File: src/rtl/jk_button_encoder.sv
// rtl/jk_button_encoder.sv - push-button to JK command encoder with debounce and pair-to-toggle
//
// Turns two raw push-buttons into single-cycle J/K command pulses for a JK flip-flop.
// Each button is synchronised (two flops) and debounced. A second press inside the
// pair window merges both presses into one toggle command (J=K=1). A model of the
// flip-flop output is kept alongside.
//
// Optional feature macro: JK_AUTOREPEAT_EN (auto-repeat of the last command while held).
//
// Ports:
//   clock     in  system clock, all logic on posedge
//   reset_n   in  asynchronous active-low reset
//   btn_set   in  raw set button, active-high, asynchronous
//   btn_clr   in  raw clear button, active-high, asynchronous
//   j         out J command, registered
//   k         out K command, registered
//   cmd_valid out one-cycle strobe, high whenever j or k is high
//   q_model   out expected flip-flop output after each command

module jk_button_encoder #(
  parameter int DEBOUNCE_CYCLES = 4,
  parameter int PAIR_CYCLES     = 8
`ifdef JK_AUTOREPEAT_EN
  ,
  parameter int REPEAT_CYCLES   = 16
`endif
) (
  input  logic clock,
  input  logic reset_n,
  input  logic btn_set,
  input  logic btn_clr,
  output logic j,
  output logic k,
  output logic cmd_valid,
  output logic q_model
);

  localparam int DW = $clog2(DEBOUNCE_CYCLES + 1);
  localparam int PW = $clog2(PAIR_CYCLES + 1);

  localparam logic [DW-1:0] DB_LAST   = DW'(DEBOUNCE_CYCLES - 1);
  localparam logic [PW-1:0] PAIR_LAST = PW'(PAIR_CYCLES - 1);

  typedef enum logic [1:0] {
    S_IDLE,
    S_WAIT_PAIR,
    S_EMIT,
    S_WAIT_RELEASE
  } state_t;

  // Bit 1 is the set button, bit 0 the clear button, so a one-hot button
  // vector doubles as its own {j,k} command.
  logic [1:0]    sync1_q, sync2_q;
  logic [1:0]    deb_q, deb_d;
  logic [1:0]    deb_prev_q;
  logic [DW-1:0] db_cnt_q [2];
  logic [DW-1:0] db_cnt_d [2];
  logic [1:0]    rise;

  state_t        state_q, state_d;
  logic [1:0]    cmd_q, cmd_d;
  logic [1:0]    first_q, first_d;
  logic [PW-1:0] pair_cnt_q, pair_cnt_d;

  logic          j_q, j_d;
  logic          k_q, k_d;
  logic          valid_q, valid_d;
  logic          q_model_q, q_model_d;

  // ------------------------------------------------------------------
  // Two-flop synchronisers
  // ------------------------------------------------------------------
  always_ff @(posedge clock or negedge reset_n) begin
    if (!reset_n) begin
      sync1_q <= 2'b00;
      sync2_q <= 2'b00;
    end else begin
      sync1_q <= {btn_set, btn_clr};
      sync2_q <= sync1_q;
    end
  end

  // ------------------------------------------------------------------
  // Debounce: the debounced level follows the synced level only after it
  // has differed for DEBOUNCE_CYCLES consecutive cycles.
  // ------------------------------------------------------------------
  always_comb begin
    for (int b = 0; b < 2; b++) begin
      deb_d[b]    = deb_q[b];
      db_cnt_d[b] = '0;
      if (sync2_q[b] != deb_q[b]) begin
        if (db_cnt_q[b] == DB_LAST) begin
          deb_d[b] = sync2_q[b];
        end else begin
          db_cnt_d[b] = db_cnt_q[b] + DW'(1);
        end
      end
    end
  end

  always_ff @(posedge clock or negedge reset_n) begin
    if (!reset_n) begin
      deb_q      <= 2'b00;
      deb_prev_q <= 2'b00;
      for (int b = 0; b < 2; b++) begin
        db_cnt_q[b] <= '0;
      end
    end else begin
      deb_q      <= deb_d;
      deb_prev_q <= deb_q;
      for (int b = 0; b < 2; b++) begin
        db_cnt_q[b] <= db_cnt_d[b];
      end
    end
  end

  assign rise = deb_q & ~deb_prev_q;

  // ------------------------------------------------------------------
  // Auto-repeat bookkeeping
  // ------------------------------------------------------------------
`ifdef JK_AUTOREPEAT_EN
  localparam int RW = $clog2(REPEAT_CYCLES + 1);
  // The EMIT cycle itself is one cycle of the repeat period, and the counter
  // starts at zero on the first WAIT_RELEASE cycle, hence the -2.
  localparam logic [RW-1:0] RPT_LAST = RW'(REPEAT_CYCLES - 2);

  logic [RW-1:0] rpt_cnt_q, rpt_cnt_d;
  logic          rpt_stop_q, rpt_stop_d;

  always_ff @(posedge clock or negedge reset_n) begin
    if (!reset_n) begin
      rpt_cnt_q  <= '0;
      rpt_stop_q <= 1'b0;
    end else begin
      rpt_cnt_q  <= rpt_cnt_d;
      rpt_stop_q <= rpt_stop_d;
    end
  end
`endif

  // ------------------------------------------------------------------
  // Command FSM
  // ------------------------------------------------------------------
  always_ff @(posedge clock or negedge reset_n) begin
    if (!reset_n) begin
      state_q    <= S_IDLE;
      cmd_q      <= 2'b00;
      first_q    <= 2'b00;
      pair_cnt_q <= '0;
    end else begin
      state_q    <= state_d;
      cmd_q      <= cmd_d;
      first_q    <= first_d;
      pair_cnt_q <= pair_cnt_d;
    end
  end

  always_comb begin
    state_d    = state_q;
    cmd_d      = cmd_q;
    first_d    = first_q;
    pair_cnt_d = pair_cnt_q;
`ifdef JK_AUTOREPEAT_EN
    rpt_cnt_d  = rpt_cnt_q;
    rpt_stop_d = rpt_stop_q;
`endif

    case (state_q)
      S_IDLE: begin
        if (rise == 2'b11) begin
          cmd_d   = 2'b11;
          state_d = S_EMIT;
        end else if (rise != 2'b00) begin
          first_d    = rise;
          pair_cnt_d = '0;
          state_d    = S_WAIT_PAIR;
        end
      end

      S_WAIT_PAIR: begin
        // Priority: second button, then release of the first, then timeout.
        if ((rise & ~first_q) != 2'b00) begin
          cmd_d   = 2'b11;
          state_d = S_EMIT;
        end else if ((deb_q & first_q) == 2'b00) begin
          cmd_d   = first_q;
          state_d = S_EMIT;
        end else if (pair_cnt_q == PAIR_LAST) begin
          cmd_d   = first_q;
          state_d = S_EMIT;
        end else begin
          pair_cnt_d = pair_cnt_q + PW'(1);
        end
      end

      S_EMIT: begin
        state_d = S_WAIT_RELEASE;
`ifdef JK_AUTOREPEAT_EN
        rpt_cnt_d = '0;
`endif
      end

      S_WAIT_RELEASE: begin
        if (deb_q == 2'b00) begin
          state_d = S_IDLE;
`ifdef JK_AUTOREPEAT_EN
          rpt_stop_d = 1'b0;
        end else if (!rpt_stop_q && (deb_q == cmd_q)) begin
          if (rpt_cnt_q == RPT_LAST) begin
            rpt_cnt_d = '0;
            state_d   = S_EMIT;
          end else begin
            rpt_cnt_d = rpt_cnt_q + RW'(1);
          end
        end else begin
          // Once the held combination changes, repeating stays off until
          // both buttons are released.
          rpt_stop_d = 1'b1;
`endif
        end
      end

      default: begin
        state_d = S_IDLE;
      end
    endcase
  end

  // ------------------------------------------------------------------
  // Registered outputs: asserted in the cycle the FSM sits in EMIT.
  // cmd_d is always non-zero on any transition into EMIT.
  // ------------------------------------------------------------------
  always_comb begin
    valid_d = (state_d == S_EMIT);
    j_d     = valid_d & cmd_d[1];
    k_d     = valid_d & cmd_d[0];
  end

  // The flip-flop samples j/k on the edge that ends EMIT; the model follows.
  always_comb begin
    q_model_d = q_model_q;
    if (state_q == S_EMIT) begin
      case (cmd_q)
        2'b10:   q_model_d = 1'b1;
        2'b01:   q_model_d = 1'b0;
        2'b11:   q_model_d = ~q_model_q;
        default: q_model_d = q_model_q;
      endcase
    end
  end

  always_ff @(posedge clock or negedge reset_n) begin
    if (!reset_n) begin
      j_q       <= 1'b0;
      k_q       <= 1'b0;
      valid_q   <= 1'b0;
      q_model_q <= 1'b0;
    end else begin
      j_q       <= j_d;
      k_q       <= k_d;
      valid_q   <= valid_d;
      q_model_q <= q_model_d;
    end
  end

  assign j         = j_q;
  assign k         = k_q;
  assign cmd_valid = valid_q;
  assign q_model   = q_model_q;

endmodule

File: config.mk
export PLATFORM = sky130hd
export DESIGN_NAME = jk_button_encoder
export DESIGN_NICKNAME = d
export VERILOG_FILES = /design/src/rtl/jk_button_encoder.sv
export SDC_FILE = /design/constraint.sdc
export NUM_CORES = 1
export LEC_CHECK = 0
export ABC_AREA = 1
export BUFFER_PORTS_ARGS = -buffer_cell sky130_fd_sc_hd__buf_4
export CELL_PAD_IN_SITES_DETAIL_PLACEMENT = 0
export CELL_PAD_IN_SITES_GLOBAL_PLACEMENT = 2
export CORE_MARGIN = 4
export CORE_UTILIZATION = 39
export CTS_CLUSTER_DIAMETER = 200
export DETAILED_ROUTE_END_ITERATION = 12
export PLACE_DENSITY_LB_ADDON = 0.1
export SETUP_SLACK_MARGIN = 0.1
export SLEW_MARGIN = 30
export SYNTH_ARGS = -nofsm -noshare
export SYNTH_HDL_FRONTEND = slang
export SYNTH_SLANG_ARGS = --single-unit
File: constraint.sdc
create_clock -name clock -period 4.45 [get_ports clock]
set_clock_uncertainty 0.2 [all_clocks]
set_input_delay 0.6675 -clock clock [delete_from_list [all_inputs] [get_ports clock]]
set_output_delay 0.6675 -clock clock [all_outputs]
set_load 0.02 [all_outputs]
# After elaboration in Yosys (flattened, before gate mapping)

Cells that the tools add are included.
W data, S select, Z words.

Register bits: 28
Input bits: 4
Output and inout port bits: 4
Word-level logic and storage cells: 80

Reduce and logical (&&, ||, !) cells: 12
Bitwise gates (word level): 9
Equal/unequal tests: 18
Add/subtract/negate cells: 3
Muxes and demuxes: 23

Operator list:

| operator              | count |
|---|---|
| $mux W2               | 10 |
| $mux W4               | 5 |
| $eq A2 B2 Y1 const B  | 6 |
| $mux W3               | 4 |
| $ne A2 B2 Y1 const B  | 5 |
| $pmux W2 S4           | 1 |
| $pmux W4 S2           | 1 |
| $add A3 B1 Y3 const B | 2 |
| $and A2 B2 Y2         | 3 |
| $eq A3 B2 Y1 const B  | 2 |
| $logic_not A2 Y1      | 3 |
| $reduce_and A2 Y1     | 3 |
| $reduce_and A6 Y1     | 1 |
| $reduce_bool A2 Y1    | 3 |
| $add A4 B1 Y4 const B | 1 |
| $eq A2 B1 Y1 const B  | 2 |
| $eq A4 B3 Y1 const B  | 1 |
| $not A2 Y2            | 2 |
| $pmux W2 S2           | 1 |
| $pmux W1 S3           | 1 |
| $reduce_and A3 Y1     | 1 |
| $reduce_bool A3 Y1    | 1 |
| $and A1 B1 Y1         | 2 |
| $ne A1 B1 Y1          | 2 |
| $not A1 Y1            | 2 |

# Logic depth before layout (Yosys ltp)

Word-level depth: 8
Depth in mapped cells: 10
Gate-level depth less buffers: 10

# Least setup slack after synthesis

OpenSTA, ideal clock, no wires.

Path type: flip-flop to flip-flop
From: register deb_q[1]
To: register first_q[0]
Path buffers: 0
Clock period less this slack: 1644 ps
Setup time: 135 ps
Cell stages (with the launch flop): 7
Arrival time: 1308 ps
Slack: 2806 ps
Path through: dfrtp_1 -> inv_1 -> nor2_1 -> inv_1 -> ha_1 -> nor3b_1 -> o21ai_0

Word-level cells in the longest chain between the ends: 4
Elaborated cells on any way between the ends: 5
Those cells by class: eq/ne: 1; bitwise: 2; reduce/logical: 2

RTL lines:

| item                          | RTL line | source |
|---|---|---|
| from (decl)                   | 54       | `logic [1:0] deb_q, deb_d;` |
| from (signal assigned)        | 103      | `deb_q <= 2'b00;` |
| from (signal assigned)        | 109      | `deb_q <= deb_d;` |
| $and A2 B2 Y2 *               | 117      | `assign rise = deb_q & ~deb_prev_q;` |
| net rise[1]                   | 58       | `logic [1:0] rise;` |
| $eq A2 B2 Y1                  | 171      | `if (rise == 2'b11) begin` |
| $not A1 Y1 (no line)          | --       |  |
| $reduce_and A3 Y1 (no line) * | --       |  |
| to (signal assigned)          | 154      | `first_q <= first_d;` |
| to (decl)                     | 62       | `logic [1:0] first_q, first_d;` |

Mark *: on every way through the listed nets, which the timed path passes. The rest lies on a longest branch.
A chain may end at the register's enable or synchronous reset.

# Worst setup path after layout

From: register deb_q[1]
To: register first_q[1]

Word-level cells in the longest chain between the ends: 4
Elaborated cells on any way between the ends: 5
Those cells by class: eq/ne: 1; bitwise: 2; reduce/logical: 2

RTL lines:

| item                        | RTL line |
|---|---|
| $and A2 B2 Y2 *             | 117 |
| net rise[1]                 | 58 |
| $eq A2 B2 Y1                | 171 |
| $not A1 Y1 (no line)        | -- |
| $reduce_and A3 Y1 (no line) | -- |

Marks and branches as above.

==> metrics.json <==
{
  "outcome": "completed",
  "cts_repair_resize_count": 0,
  "timing.hold.ws_ps": 22.67,
  "cts_hold_buf": 0,
  "timing.critical_path.arrival_ps": 1910,
  "io_pins": 8,
  "drive_gt1_frac": 0.1301,
  "min-delay-path-class": "in2async",
  "tritoncts.num_buffers": 3,
  "horizontal_extent_of_the_die_um": 64.30,
  "p_leak_uw": 0.0007337,
  "clockRootBuffer": "clkbuf_4",
  "hpwl_um": 1440,
  "die_height_um": 64.30,
  "post_synth_xor_area_fraction": 0.02834,
  "power-per-cell-area_mw_per_mm2": 639.4,
  "fp-row-count": 20,
  "clkTransAtPathRegs_ps": 150,
  "avgSynthCellArea_um2": 9.157,
  "grt.total_usage": 0.1051,
  "firstDrtPassIters": 4,
  "period_needed_ps": 1904,
  "critical_path_peak_fanout": 5,
  "port_buffers": 7,
  "slew_violations": 0,
  "post_cts_buffers": 0,
  "fmaxAchievable_ghz": 0.5252,
  "die-area_mm2": 0.004134,
  "tightest_slew_ps": 406.6,
  "totalNegativeSetupSlack_ps": 0,
  "placed_cell_count": 186,
  "num_vias": 814,
  "worst-endpoint-required_ps": 4460,
  "synth_compound_gate_area_share": 0.02227,
  "synth.cell_area_mm2": 0.001236,
  "viasPerCell": 4.284,
  "h_tree_depth": 1,
  "gpl.final_weighted_congestion": 0.7377,
  "maxCapViolCount": 0,
  "clkLatencyLatePin_ps": 320,
  "critical_path.endpoint_type": "flip-flop",
  "design.final.nets": 156,
  "routed_wire_length_per_instance_um": 9.816,
  "global_route_total_overflow": 0,
  "setup_viol_count_final": 0,
  "criticalPathCategory": "reg2reg",
  "muxShareOfSynthArea": 0,
  "setup_repair_after_global_routing_missed_its_margin": "no",
  "drt.antenna.violating_nets": 0,
  "final_cell_count_no_fill": 190,
  "flow.area_growth_from_synthesis_pct": 12.96,
  "final_hold_viol_count": 0,
  "crit_path_start_kind": "flip-flop",
  "design.core.area_mm2": 0.003053,
  "ys_seq_elements": 28,
  "yosys_warnings": 0,
  "synth_fp_nets": 144,
  "first_global_vias": 769,
  "route.final.wire_length_um": 1865,
  "cts_tree": "built",
  "p_total_uw": 892.9,
  "antenna_found_initial": 0,
  "max-clock-path-buffers": 2,
  "antenna_cells_inserted": 0,
  "first_pass_grt_wire_length_um": 3422,
  "synth_cell_type_count": 19,
  "final_min_period_over_clock_period": 0.4279,
  "initial_utilization": 0.4049,
  "yosys.area_share.simple": 0.2581,
  "slack_of_the_critical_path_ps": 2546,
  "yosys.area_share.adder": 0.05061,
  "initialDrtViolationCount": 19,
  "clock_sink_count": 28,
  "vdd_drop_max_mv": 0.2554,
  "synth_top_family_by_area": "simple AND/OR/NAND/NOR gates",
  "synth_sequential_area_ratio": 0.5668,
  "grt_start_max_net_pins": 29,
  "route.detailed.drc": 0,
  "preCtsSetupSlack_ps": 2578,
  "max_slew_margin": 0.7283,
  "post_synth_inst_count": 135
}
-- cell type report --
class | count | area [µm²]
flip-flops and latches | 28 | 700.7
well taps | 44 | 55.05
fillers | 300 | 1657
inverters | 24 | 91.34
multi-input cells | 83 | 444.2
clock inverters | 1 | 30.03
repair buffers | 7 | 52.55
clock buffers | 3 | 22.52
-- registers in the layout, indices dropped and copies added (netlist names), 2 cells and up --
name	count
pair_cnt_q	4
state_q	2
sync1_q	2
first_q	2
sync2_q	2
deb_prev_q	2
db_cnt_q	6
cmd_q	2
deb_q	2
-- report_power, final --
group / internal [µW] / switching [µW] / leakage [µW]
clock: 91.1 / 73.9 / 0.0000279
sequential: 339 / 64.3 / 0.000350
combinational: 125 / 199 / 0.000356
-- per-layer routing --
metal / routed length, µm / up-vias / part of all wire / track usage
met3: 78 / 2 / 0.042 / 0.02988
met5: 0 / - / 0 / 0
met2: 794 / 11 / 0.43 / 0.1559
li1: - / 433 / - / -
met4: 14 / 0 / 0.0075 / 0.03166
met1: 979 / 368 / 0.52 / 0.1483
-- cells in the final DEF (no fill, tap or decap), types with 2 or more instances in the layout --
master,count
clkbuf_4,3
inv_1,21
xnor2_1,3
nand3_1,12
o21ai_0,2
nand2_1,33
dfrtp_1,28
nor2_4,2
nor3_1,2
a21oi_1,2
nand2_2,2
nor3b_1,3
nor2_1,13
inv_2,2
ha_1,5
buf_4,7
-- cells in the mapped netlist --
cell	instances	share of area
nand2_1	33	0.10
dfrtp_1	28	0.57
inv_1	21	0.064
nor2_1	13	0.039
nand3_1	12	0.049
ha_1	5	0.051
nor3b_1	3	0.018
xnor2_1	3	0.021
a21oi_1	2	0.0081
inv_2	2	0.0061
nand2_2	2	0.010
nor2_4	2	0.018
nor3_1	2	0.0081
o21ai_0	2	0.0081
clkinv_2	1	0.0040
nand2_4	1	0.0091
nand3b_1	1	0.0061
o21bai_1	1	0.0061
xor2_1	1	0.0071
-- logic make-up (layout without fill, tap and decap cells) --
| family | after synthesis | in the layout |
|---|---|---|
| AOI/OAI and AO/OA | 5 | 5 |
| and+or+nand+nor | 69 | 69 |
| buffers and inverters | 24 | 35 |
| DFF | 28 | 28 |
| adders and majority gates | 5 | 5 |
| xor gates and xnor gates | 4 | 4 |
-- final timing paths --
path | start | to | slack (ps) | depth (start not counted)
worst max-delay path | deb_q[1] | first_q[1] | 2550 | 6
worst min-delay path | reset_n | db_cnt_q[2] | 20 | 1
worst max register to register | deb_q[1] | first_q[1] | 2550 | 6
worst min register to register | sync1_q[1] | sync2_q[1] | 170 | 0
max in group asynchronous | reset_n | pair_cnt_q[1] | 3770 | 1
min in group clock | sync1_q[1] | sync2_q[1] | 170 | 0
-- stage by stage --
stage                 util  cell area [µm²]
floorplan                -             1236
global placement    0.4402             1344
detailed placement  0.4402             1344
CTS                 0.4574             1396
global route        0.4574             1396
finish              0.4574             1396
-- worst max-delay path: stages, from the launching register on --
cell,delay [ps]
dfrtp_1,450
inv_1,100
nor2_1,180
inv_1,70
ha_1,280
nor3b_1,370
o21ai_0,150
(Power assumes the default switching activity.)
